==> src/rtl/id_decode_stage.sv <==
// id_decode_stage: RV32I instruction decode into the ID/EX pipeline register (DECODE_ILLEGAL_EN adds ex_illegal).
// Latency: one cycle; an instruction accepted at edge N is visible on every ex_* output after edge N.
// Backpressure: in_ready drops on ex_stall or a load-use hazard; flush squashes ID/EX regardless of stall.

module id_decode_stage #(
  parameter int XLEN = 32
) (
  input  logic            clk,
  input  logic            reset,
  input  logic            in_valid,
  output logic            in_ready,
  input  logic [31:0]     in_instr,
  input  logic [XLEN-1:0] in_pc,
  input  logic            flush,
  input  logic            ex_stall,
  output logic            ex_valid,
  output logic [XLEN-1:0] ex_pc,
  output logic [1:0]      ex_ALUop,
  output logic [6:0]      ex_funct7,
  output logic [2:0]      ex_funct3,
  output logic [4:0]      ex_rs1,
  output logic [4:0]      ex_rs2,
  output logic [4:0]      ex_rd,
  output logic [XLEN-1:0] ex_imm,
  output logic [5:0]      ex_ctrl
`ifdef DECODE_ILLEGAL_EN
  ,
  output logic            ex_illegal
`endif
);

  localparam logic [6:0] OP_R  = 7'b0110011;
  localparam logic [6:0] OP_I  = 7'b0010011;
  localparam logic [6:0] OP_LD = 7'b0000011;
  localparam logic [6:0] OP_ST = 7'b0100011;
  localparam logic [6:0] OP_BR = 7'b1100011;

  // ex_ctrl bit order: {Branch, MemtoReg, MemWrite, MemRead, RegWrite, ALUSrc}
  localparam int C_MEMREAD = 2;

  // Instruction fields
  logic [6:0] opcode;
  logic [4:0] f_rs1;
  logic [4:0] f_rs2;
  logic [4:0] f_rd;
  assign opcode = in_instr[6:0];
  assign f_rd   = in_instr[11:7];
  assign f_rs1  = in_instr[19:15];
  assign f_rs2  = in_instr[24:20];

  // Sign-extended immediates for each format
  logic [XLEN-1:0] imm_i;
  logic [XLEN-1:0] imm_s;
  logic [XLEN-1:0] imm_b;
  assign imm_i = {{(XLEN-12){in_instr[31]}}, in_instr[31:20]};
  assign imm_s = {{(XLEN-12){in_instr[31]}}, in_instr[31:25], in_instr[11:7]};
  assign imm_b = {{(XLEN-13){in_instr[31]}}, in_instr[31], in_instr[7],
                  in_instr[30:25], in_instr[11:8], 1'b0};

  // ID/EX pipeline register
  logic            valid_q,  valid_d;
  logic [XLEN-1:0] pc_q,     pc_d;
  logic [1:0]      aluop_q,  aluop_d;
  logic [6:0]      funct7_q, funct7_d;
  logic [2:0]      funct3_q, funct3_d;
  logic [4:0]      rs1_q,    rs1_d;
  logic [4:0]      rs2_q,    rs2_d;
  logic [4:0]      rd_q,     rd_d;
  logic [XLEN-1:0] imm_q,    imm_d;
  logic [5:0]      ctrl_q,   ctrl_d;
`ifdef DECODE_ILLEGAL_EN
  logic            ill_q,    ill_d;
`endif

  // Decoder outputs
  logic            dec_legal;
  logic [1:0]      dec_aluop;
  logic [5:0]      dec_ctrl;
  logic [XLEN-1:0] dec_imm;
  logic            dec_uses_rs2;
  logic            hazard;

  // Opcode decode: ALU operation class, control bundle and immediate selection
  always_comb begin
    dec_legal    = 1'b0;
    dec_aluop    = 2'b00;
    dec_ctrl     = 6'b000000;
    dec_imm      = '0;
    dec_uses_rs2 = 1'b0;
    case (opcode)
      OP_R: begin
        dec_legal    = 1'b1;
        dec_aluop    = 2'b10;
        dec_ctrl     = 6'b000010;
        dec_uses_rs2 = 1'b1;
      end
      OP_I: begin
        dec_legal = 1'b1;
        dec_aluop = 2'b11;
        dec_ctrl  = 6'b000011;
        dec_imm   = imm_i;
      end
      OP_LD: begin
        dec_legal = 1'b1;
        dec_aluop = 2'b00;
        dec_ctrl  = 6'b010111;
        dec_imm   = imm_i;
      end
      OP_ST: begin
        dec_legal    = 1'b1;
        dec_aluop    = 2'b00;
        dec_ctrl     = 6'b001001;
        dec_imm      = imm_s;
        dec_uses_rs2 = 1'b1;
      end
      OP_BR: begin
        dec_legal    = 1'b1;
        dec_aluop    = 2'b01;
        dec_ctrl     = 6'b100000;
        dec_imm      = imm_b;
        dec_uses_rs2 = 1'b1;
      end
      default: begin
        dec_legal = 1'b0;
      end
    endcase
  end

  // Load-use: a load in ID/EX whose destination feeds the offered instruction costs one bubble
  assign hazard = valid_q && ctrl_q[C_MEMREAD] && (rd_q != 5'd0) && in_valid &&
                  ((rd_q == f_rs1) || (dec_uses_rs2 && (rd_q == f_rs2)));

  assign in_ready = !ex_stall && !hazard;

  // Next ID/EX content: flush > stall hold > hazard bubble > accept > idle bubble
  always_comb begin
    valid_d  = 1'b0;
    pc_d     = '0;
    aluop_d  = 2'b00;
    funct7_d = 7'd0;
    funct3_d = 3'd0;
    rs1_d    = 5'd0;
    rs2_d    = 5'd0;
    rd_d     = 5'd0;
    imm_d    = '0;
    ctrl_d   = 6'b000000;
`ifdef DECODE_ILLEGAL_EN
    ill_d    = 1'b0;
`endif
    if (flush) begin
      // squash: bubble already set by the defaults
    end else if (ex_stall) begin
      valid_d  = valid_q;
      pc_d     = pc_q;
      aluop_d  = aluop_q;
      funct7_d = funct7_q;
      funct3_d = funct3_q;
      rs1_d    = rs1_q;
      rs2_d    = rs2_q;
      rd_d     = rd_q;
      imm_d    = imm_q;
      ctrl_d   = ctrl_q;
`ifdef DECODE_ILLEGAL_EN
      ill_d    = ill_q;
`endif
    end else if (hazard) begin
      // load-use bubble; the offered instruction stays in IF/ID
    end else if (in_valid && dec_legal) begin
      valid_d  = 1'b1;
      pc_d     = in_pc;
      aluop_d  = dec_aluop;
      funct7_d = in_instr[31:25];
      funct3_d = in_instr[14:12];
      rs1_d    = f_rs1;
      rs2_d    = f_rs2;
      rd_d     = f_rd;
      imm_d    = dec_imm;
      ctrl_d   = dec_ctrl;
    end else if (in_valid) begin
      // unsupported opcode: bubble, optionally tagged with its PC
`ifdef DECODE_ILLEGAL_EN
      ill_d = 1'b1;
      pc_d  = in_pc;
`endif
    end else begin
      // nothing offered: idle bubble
    end
  end

  // ID/EX register with asynchronous clear
  always_ff @(posedge clk or posedge reset) begin
    if (reset) begin
      valid_q  <= 1'b0;
      pc_q     <= '0;
      aluop_q  <= 2'b00;
      funct7_q <= 7'd0;
      funct3_q <= 3'd0;
      rs1_q    <= 5'd0;
      rs2_q    <= 5'd0;
      rd_q     <= 5'd0;
      imm_q    <= '0;
      ctrl_q   <= 6'b000000;
`ifdef DECODE_ILLEGAL_EN
      ill_q    <= 1'b0;
`endif
    end else begin
      valid_q  <= valid_d;
      pc_q     <= pc_d;
      aluop_q  <= aluop_d;
      funct7_q <= funct7_d;
      funct3_q <= funct3_d;
      rs1_q    <= rs1_d;
      rs2_q    <= rs2_d;
      rd_q     <= rd_d;
      imm_q    <= imm_d;
      ctrl_q   <= ctrl_d;
`ifdef DECODE_ILLEGAL_EN
      ill_q    <= ill_d;
`endif
    end
  end

  assign ex_valid  = valid_q;
  assign ex_pc     = pc_q;
  assign ex_ALUop  = aluop_q;
  assign ex_funct7 = funct7_q;
  assign ex_funct3 = funct3_q;
  assign ex_rs1    = rs1_q;
  assign ex_rs2    = rs2_q;
  assign ex_rd     = rd_q;
  assign ex_imm    = imm_q;
  assign ex_ctrl   = ctrl_q;
`ifdef DECODE_ILLEGAL_EN
  assign ex_illegal = ill_q;
`endif

endmodule

==> config.mk <==
export PLATFORM = sky130hd
export DESIGN_NAME = id_decode_stage
export DESIGN_NICKNAME = d
export VERILOG_FILES = /design/src/rtl/id_decode_stage.sv
export SDC_FILE = /design/constraint.sdc
export NUM_CORES = 1
export LEC_CHECK = 0
export ABC_CLOCK_PERIOD_IN_PS = 4100
export BUFFER_PORTS_ARGS = -buffer_cell sky130_fd_sc_hd__buf_2
export CAP_MARGIN = 40
export CORE_MARGIN = 2
export CORE_UTILIZATION = 49
export CTS_BUF_LIST = sky130_fd_sc_hd__clkbuf_8
export DETAILED_ROUTE_END_ITERATION = 7
export PLACE_DENSITY = 0.83
export SLEW_MARGIN = 20
export SYNTH_ARGS = -nofsm -noshare
export SYNTH_HDL_FRONTEND = slang
export SYNTH_SLANG_ARGS = --single-unit
==> constraint.sdc <==
create_clock -name clk -period 4.1 [get_ports clk]
set_clock_uncertainty 0.1 [all_clocks]
set_input_delay 0.615 -clock clk [delete_from_list [all_inputs] [get_ports clk]]
set_output_delay 0.615 -clock clk [all_outputs]
set_load 0.01 [all_outputs]
==> impl_metrics.yaml, run 1 <==
critical_path:
  crit_top_cell: "buf_2"
  worstSetupPathType: "primary input to output port"
  crit_end: "in_ready"
  r2r_slack_ns: 1.75
  max_stage_delay_ns: 0.45
  r2r_start: "ex_rd[1]"
  path_depth: 7
  startpoint: "in_instr[2]"
  critPathRequiredTime_ns: 3.38
  r2r-end: "ex_rs2[3]"
  critical_path.slowest_cell: "and4bb_1"
  end_kind: "output port"
  crit_path_max_fanout: 7
  ff2ff_path_depth: 6
  worst_setup_path_start_kind: "primary input"
  cp_cell_sequence: "buf_2 > and4bb_1 > nand3_2 > or4_4 > a21oi_2 > nor2_1 > buf_2"
  crit_buf_inv: 2
  cp.arrival_ns: 2.04
  cpLargestDelayFamily: "simple AND/OR/NAND/NOR gates"
finish:
  areaGrowthSynthToFinish_pct: 24.4
  layout-drive-gt1-share_pct: 41.8
  nFillCells: 661
  diodes: 0
  fin_nets: 614
  final_util_pct: 63.4
logic_synthesis:
  netlist_area_um2: 3740
  synth.largest_area_cell: "dfrtp_1"
  syn-num-nets: 476
  avgSynthCellArea_um2: 9.18
  synth_edf_count: 0
  synthArstFlopShare_pct: 100
  ys_seq_area_share_pct: 52.2
  synthTopCellsByArea: "dfrtp_1 (52%), nand2_1 (14%), o21ai_2 (7.0%)"
  synth_seq_cells: 78
  synth.lib_cells_used.distinct: 37
  synth_top_area_share_pct: 52.2
  synth-main-ff-cell: "dfrtp_1"
  yosysMostFrequentCell: "nand2_1"
  synthesis.instances: 407
  yosysWarnings: 0
  netlist_top_cells_count: "nand2_1 (141), dfrtp_1 (78), o21ai_0 (45)"
sta:
  tns_ns: 0
  slew-limit-headroom_pct: 63.3
  tightest_slew_ns: 0.550
  final_hold_viol_count: 0
  finalCritPeriodShare_pct: 67.1
  max_freq_mhz: 363
  final_max_slew_viol_count: 0
  setup_viol: 0
  period_needed_ns: 2.75
  rsz0062_at_grt: "false"
flow_run:
  drv_cap: 0
global_routing:
  grt_max_degree: 47
  grt_remaining_overflow: 0
  grt_pass1_vias: 3258
  grt_pass1_wl_um: 15500
  grt_use_total_pct: 23.4
  antenna_found_initial: 0
clock_tree:
  cts_made_buffers: 9
  cts_sinks: 78
  clkLatencyLatePin_ns: 0.35
  tritoncts: "done"
  cts_hold_buf: 0
  h-tree-depth: 3
  post_cts_buffers: 0
  clk_pin_slew_ns: 0.08
  ctsResizeCount: 0
  clockBufferDepth: 2
  root_buffer: "clkbuf_8"
power:
  irDropWorstVdd_mv: 0.173
  power_density_nw_per_um2: 317
  leakagePower_nw: 2.59
floorplanning:
  initial_core_util_pct: 51.0
  io_pins: 168
  die-area_um2: 8340
  rows: 31
  die_h_um: 91.3
  dieWidth_um: 91.3
  core_area_um2: 7330
routing:
  drt_iter0_drc: 82
  wl_per_cell_um: 14.5
  dr_total_vias: 3329
  post-route-drc-count: 0
  ant_nets: 0
  via_per_inst: 5.13
  first_pass_iters: 4
  drt-total-wl_um: 9390
placement:
  io_buffers: 167
  place_hpwl_um: 6920
  gp_congestion: 0.797
hold_path:
  min_path_type: "primary input to async pin"
status:
  outcome: "finished clean"
==> worst reg2reg max path: stages (launching register included) <==
cell and delay, ns:
dfrtp_1 0.45, xnor2_1 0.19, nand3_1 0.09, or4_4 0.56, a22oi_2 0.16, buf_4 0.47
o21ai_0 0.20
==> flip-flops by register name, indices dropped and copies added (netlist names) <==
register   flops
ex_ALUop       2
ex_rd          5
ex_valid       1
ex_imm        13
ex_ctrl        5
ex_funct3      3
ex_pc         32
ex_rs1         5
ex_rs2         5
ex_funct7      7
==> layer usage <==
metal,vias up,routed length [µm],track usage (%)
li1,1612,-,-
met1,1574,3790,27.8
met2,121,4790,41.5
met3,22,575,4.73
met4,0,240,9.60
met5,-,0,0
==> final cells by class <==
type                       instances  area [µm²]  area share [%]
sequential                        78        1950            42.0
multi-input combinational        277        1460            31.4
clock buffer                       9         124            2.66
clock inverter                     7        65.1            1.40
timing repair buffer             176         913            19.6
inverter                           3        12.5           0.269
tap                               99         124            2.66
==> where the power goes <==
part	total [W]	internal, W	switching [W]	leakage, nW
sequential	0.000778	0.000774	0.00000361	1.09
clock	0.000553	0.000277	0.000276	0.0948
combinational	0.000141	0.0000515	0.0000899	1.41
==> cell usage in the layout (no fill, tap or decap), types with 2 or more instances in the layout <==
cell type	n
clkinv_2	5
a21oi_1	4
or4_1	3
a22oi_1	4
nand2_1	141
clkinvlp_4	2
xnor2_1	5
o21ai_0	45
buf_4	7
o31ai_1	4
o21ai_2	30
buf_2	168
inv_1	2
dfrtp_1	78
xor2_1	5
nand3_1	11
nor2b_1	2
nor2_1	4
clkbuf_8	9
==> logic make-up after synthesis <==
| kind of cell | Yosys count | share of synthesized area (%) |
|---|---|---|
| buffers and inverters | 52 | 9.01 |
| xor gates and xnor gates | 10 | 2.34 |
| and+or+nand+nor | 173 | 19.5 |
| AOI/OAI and AO/OA | 94 | 17.0 |
| DFF | 78 | 52.2 |
==> through the flow <==
step                setup slack, ns  power, W  std cells  hold slack [ns]  cell area (µm²)
finish                         1.35   0.00147        649           0.0473             4650
global route                   1.27   0.00153        649           0.0486             4650
CTS                            1.33   0.00148        648            0.297             4630
detailed placement             1.29  0.000933        632            0.364             4440
global placement               1.38  0.000930        631            0.356             4440
floorplan                      1.39  0.000872        407            0.411             3740
==> how the worst min path moves through the flow <==
| stage | startpoint | end | slack (ns) | cells after the start |
|---|---|---|---|---|
| after floorplan | ex_ctrl[1] | ex_ctrl[1] | 0.41 | 2 |
| after global placement | ex_pc[1] | ex_pc[1] | 0.36 | 2 |
| after detailed placement | ex_pc[3] | ex_pc[3] | 0.36 | 2 |
| after CTS | reset | ex_pc[23] | 0.30 | 2 |
| after global routing | reset | ex_pc[25] | 0.05 | 2 |
| final | reset | ex_pc[25] | 0.05 | 2 |
Power figures use the tool's default switching activity.
==> run 2, diff against run 1 <==
ABC_AREA = 1   (was unset)
ABC_CLOCK_PERIOD_IN_PS = 2750   (was 4100)
PLACE_DENSITY = 0.81   (was 0.83)
clock period = 2.75 ns   (was 4.1 ns; I/O delays follow)
==> run 2 against run 1 <==
  * Via count rose by 19%
  * Worst setup slack got worse by 0.74 ns
  * Sequential power rose by 48%
  * Synthesized cell count rose by 41%
  * Combinational power rose by 48%
  * Global-route usage rose by 0.74 points
  * Routed wire length rose by 12%
  * Cell area rose by 11%
  * Core utilization fell by 0.37 points
  * Critical path type is now flip-flop to output port
  * Highest routed layer unchanged
==> impl_metrics.yaml, run 2 <==
sta:
  final_max_slew_viol_count: 0
  period_needed_ns: 2.14
  max_freq_mhz: 466
  rsz0062_at_grt: "false"
  fin_ws_ns: 0.605
  setup_viol: 0
  finalCritPeriodShare_pct: 78.0
  slew-limit-headroom_pct: 63.1
  final_hold_viol_count: 0
  tightest_slew_ns: 0.553
  holdWs_ns: 0.0158
  tns_ns: 0
finish:
  final_util_pct: 63.1
  final_cell_mix: "nand2_1 (194), buf_2 (167), nand3_1 (86)"
  largest_reg_flops: 32
  fin_nets: 782
  multiInputGateArea_um2: 1580
  regArea_um2: 1950
  nFillCells: 770
  final_common_cell: "nand2_1"
  areaGrowthSynthToFinish_pct: 25.4
  diodes: 0
  layout-drive-gt1-share_pct: 28.7
floorplanning:
  initial_core_util_pct: 50.3
  core_area_um2: 8180
  io_pins: 168
  die-area_um2: 9140
  die_h_um: 95.6
  dieWidth_um: 95.6
  rows: 33
flow_run:
  drv_cap: 0
logic_synthesis:
  synthTopCellsByArea: "dfrtp_1 (47%), nand2_1 (18%), nand3_1 (10%)"
  avgSynthCellArea_um2: 7.15
  yosysMostFrequentCell: "nand2_1"
  synth.largest_area_cell: "dfrtp_1"
  synthArstFlopShare_pct: 100
  synth_top_area_share_pct: 47.5
  ys_seq_area_share_pct: 47.5
  synth-main-ff-cell: "dfrtp_1"
  yosysWarnings: 0
  syn-num-nets: 644
  netlist_top_cells_count: "nand2_1 (195), nand3_1 (86), dfrtp_1 (78)"
  synth_seq_cells: 78
  synthesis.instances: 575
  synth.lib_cells_used.distinct: 23
  synth_edf_count: 0
  netlist_area_um2: 4110
power:
  pwr-share-clk_pct: 43.2
  irDropWorstVdd_mv: 0.250
  p_sw_w: 0.000566
  total_power_w: 0.00240
  power_density_nw_per_um2: 466
  leakagePower_nw: 3.42
  swShare_pct: 23.6
  p_int_w: 0.00184
  power_frac_seq_pct: 48.0
  power_frac_comb_pct: 8.7
global_routing:
  grt_remaining_overflow: 0
  grt_use_total_pct: 24.2
  grt_pass1_wl_um: 17200
  grt_max_degree: 79
  antenna_found_initial: 0
  grt_pass1_vias: 3623
clock_tree:
  root_buffer: "clkbuf_8"
  clockBufferDepth: 2
  cts_sinks: 78
  ctsResizeCount: 0
  cts_made_buffers: 9
  clkLatencyLatePin_ns: 0.35
  h-tree-depth: 3
  tritoncts: "done"
  post_cts_buffers: 0
  clk_pin_slew_ns: 0.08
  cts_hold_buf: 0
critical_path:
  max_stage_delay_ns: 0.45
  end_kind: "output port"
  crit_path_max_fanout: 6
  worstSetupPathType: "flip-flop to output port"
  critical_path.slowest_cell: "dfrtp_1"
  cp.arrival_ns: 1.63
  cp_cell_sequence: "nor3_1 > nand3_1 > nand4_1 > inv_1 > a21oi_1 > buf_2"
  critPathRequiredTime_ns: 2.24
  worst_setup_path_start_kind: "flip-flop"
routing:
  drt-total-wl_um: 10600
  post-route-drc-count: 0
  via_per_inst: 4.80
  drt_iter0_drc: 253
  wl_per_cell_um: 12.8
  highest_layer: "met4"
  first_pass_iters: 6
  ant_nets: 0
  dr_total_vias: 3953
  wl_met2_um: 4980
  m1WireLength_um: 4550
  met3_length_um: 841
status:
  outcome: "finished clean"
placement:
  place_hpwl_um: 7490
  dp_slack_ns: 0.553
  gp_congestion: 0.938
  io_buffers: 167
hold_path:
  min_path_type: "primary input to async pin"
run 2: changes by cell type in the layout (fill, tap and decap cells not counted), sizes merged, moves of 5 or more:
cell / delta
a22oi: -5
inv: +74
nand2: +55
nand3: +74
nor2: +59
o21ai: -68
run 2: per-stage QoR:
stage,cell area [µm²],cells
finish,5150,823
global route,5150,823
CTS,5150,823
detailed placement,4910,807
global placement,4910,807
floorplan,4110,575
run 2: power groups by stage:
stage / registers, W / logic [W] / clock network, W
6_report: 0.00115 / 0.000209 / 0.00104
5_1_grt: 0.00115 / 0.000239 / 0.00112
4_1_cts: 0.00115 / 0.000210 / 0.00106
3_5_place_dp: 0.00118 / 0.000209 / 0
3_3_place_gp: 0.00118 / 0.000205 / 0
2_1_floorplan: 0.00118 / 0.000114 / 0
run 2: worst max-delay path, delay by kind of cell, from the launching register on:
kind,cells,cell delay [ns]
flip-flops,1,0.45
AND/OR/NAND/NOR,3,0.44
buffers and inverters,2,0.23
AO/OA/AOI/OAI,1,0.17
run 2: final timing paths:
path                                   start  slack (ns)  cells past startpoint           end
worst max-delay path                ex_rd[1]        0.61                      6      in_ready
worst max register to register      ex_rd[1]        0.65                      8      ex_pc[7]
min in group clk                   in_pc[18]        0.28                      5     ex_pc[18]
worst min register to register  ex_funct3[1]        0.38                      2  ex_funct3[1]
worst min-delay path                   reset        0.02                      3     ex_pc[19]
max in group asynchronous              reset        2.18                      3   ex_ALUop[1]
run 2: final cells by class:
cell class,count,area share [%]
Clock buffer,9,2.40
Clock inverter,7,2.35
Inverter,76,5.61
Multi-Input combinational cell,370,30.7
Sequential cell,78,37.9
Tap cell,105,2.55
Timing Repair Buffer,178,18.5
run 2: metal layers:
metal | track usage (%) | vias up
met5 | 0 | -
met4 | 9.05 | 0
met3 | 6.09 | 21
met2 | 37.9 | 163
met1 | 32.4 | 1773
li1 | - | 1996
run 2: cells by family after synthesis:
| family | synth area share, % |
|---|---|
| compound gates | 2.16 |
| flops | 47.5 |
| xor+xnor | 0.852 |
| buf+inv | 14.1 |
| simple gates | 35.4 |
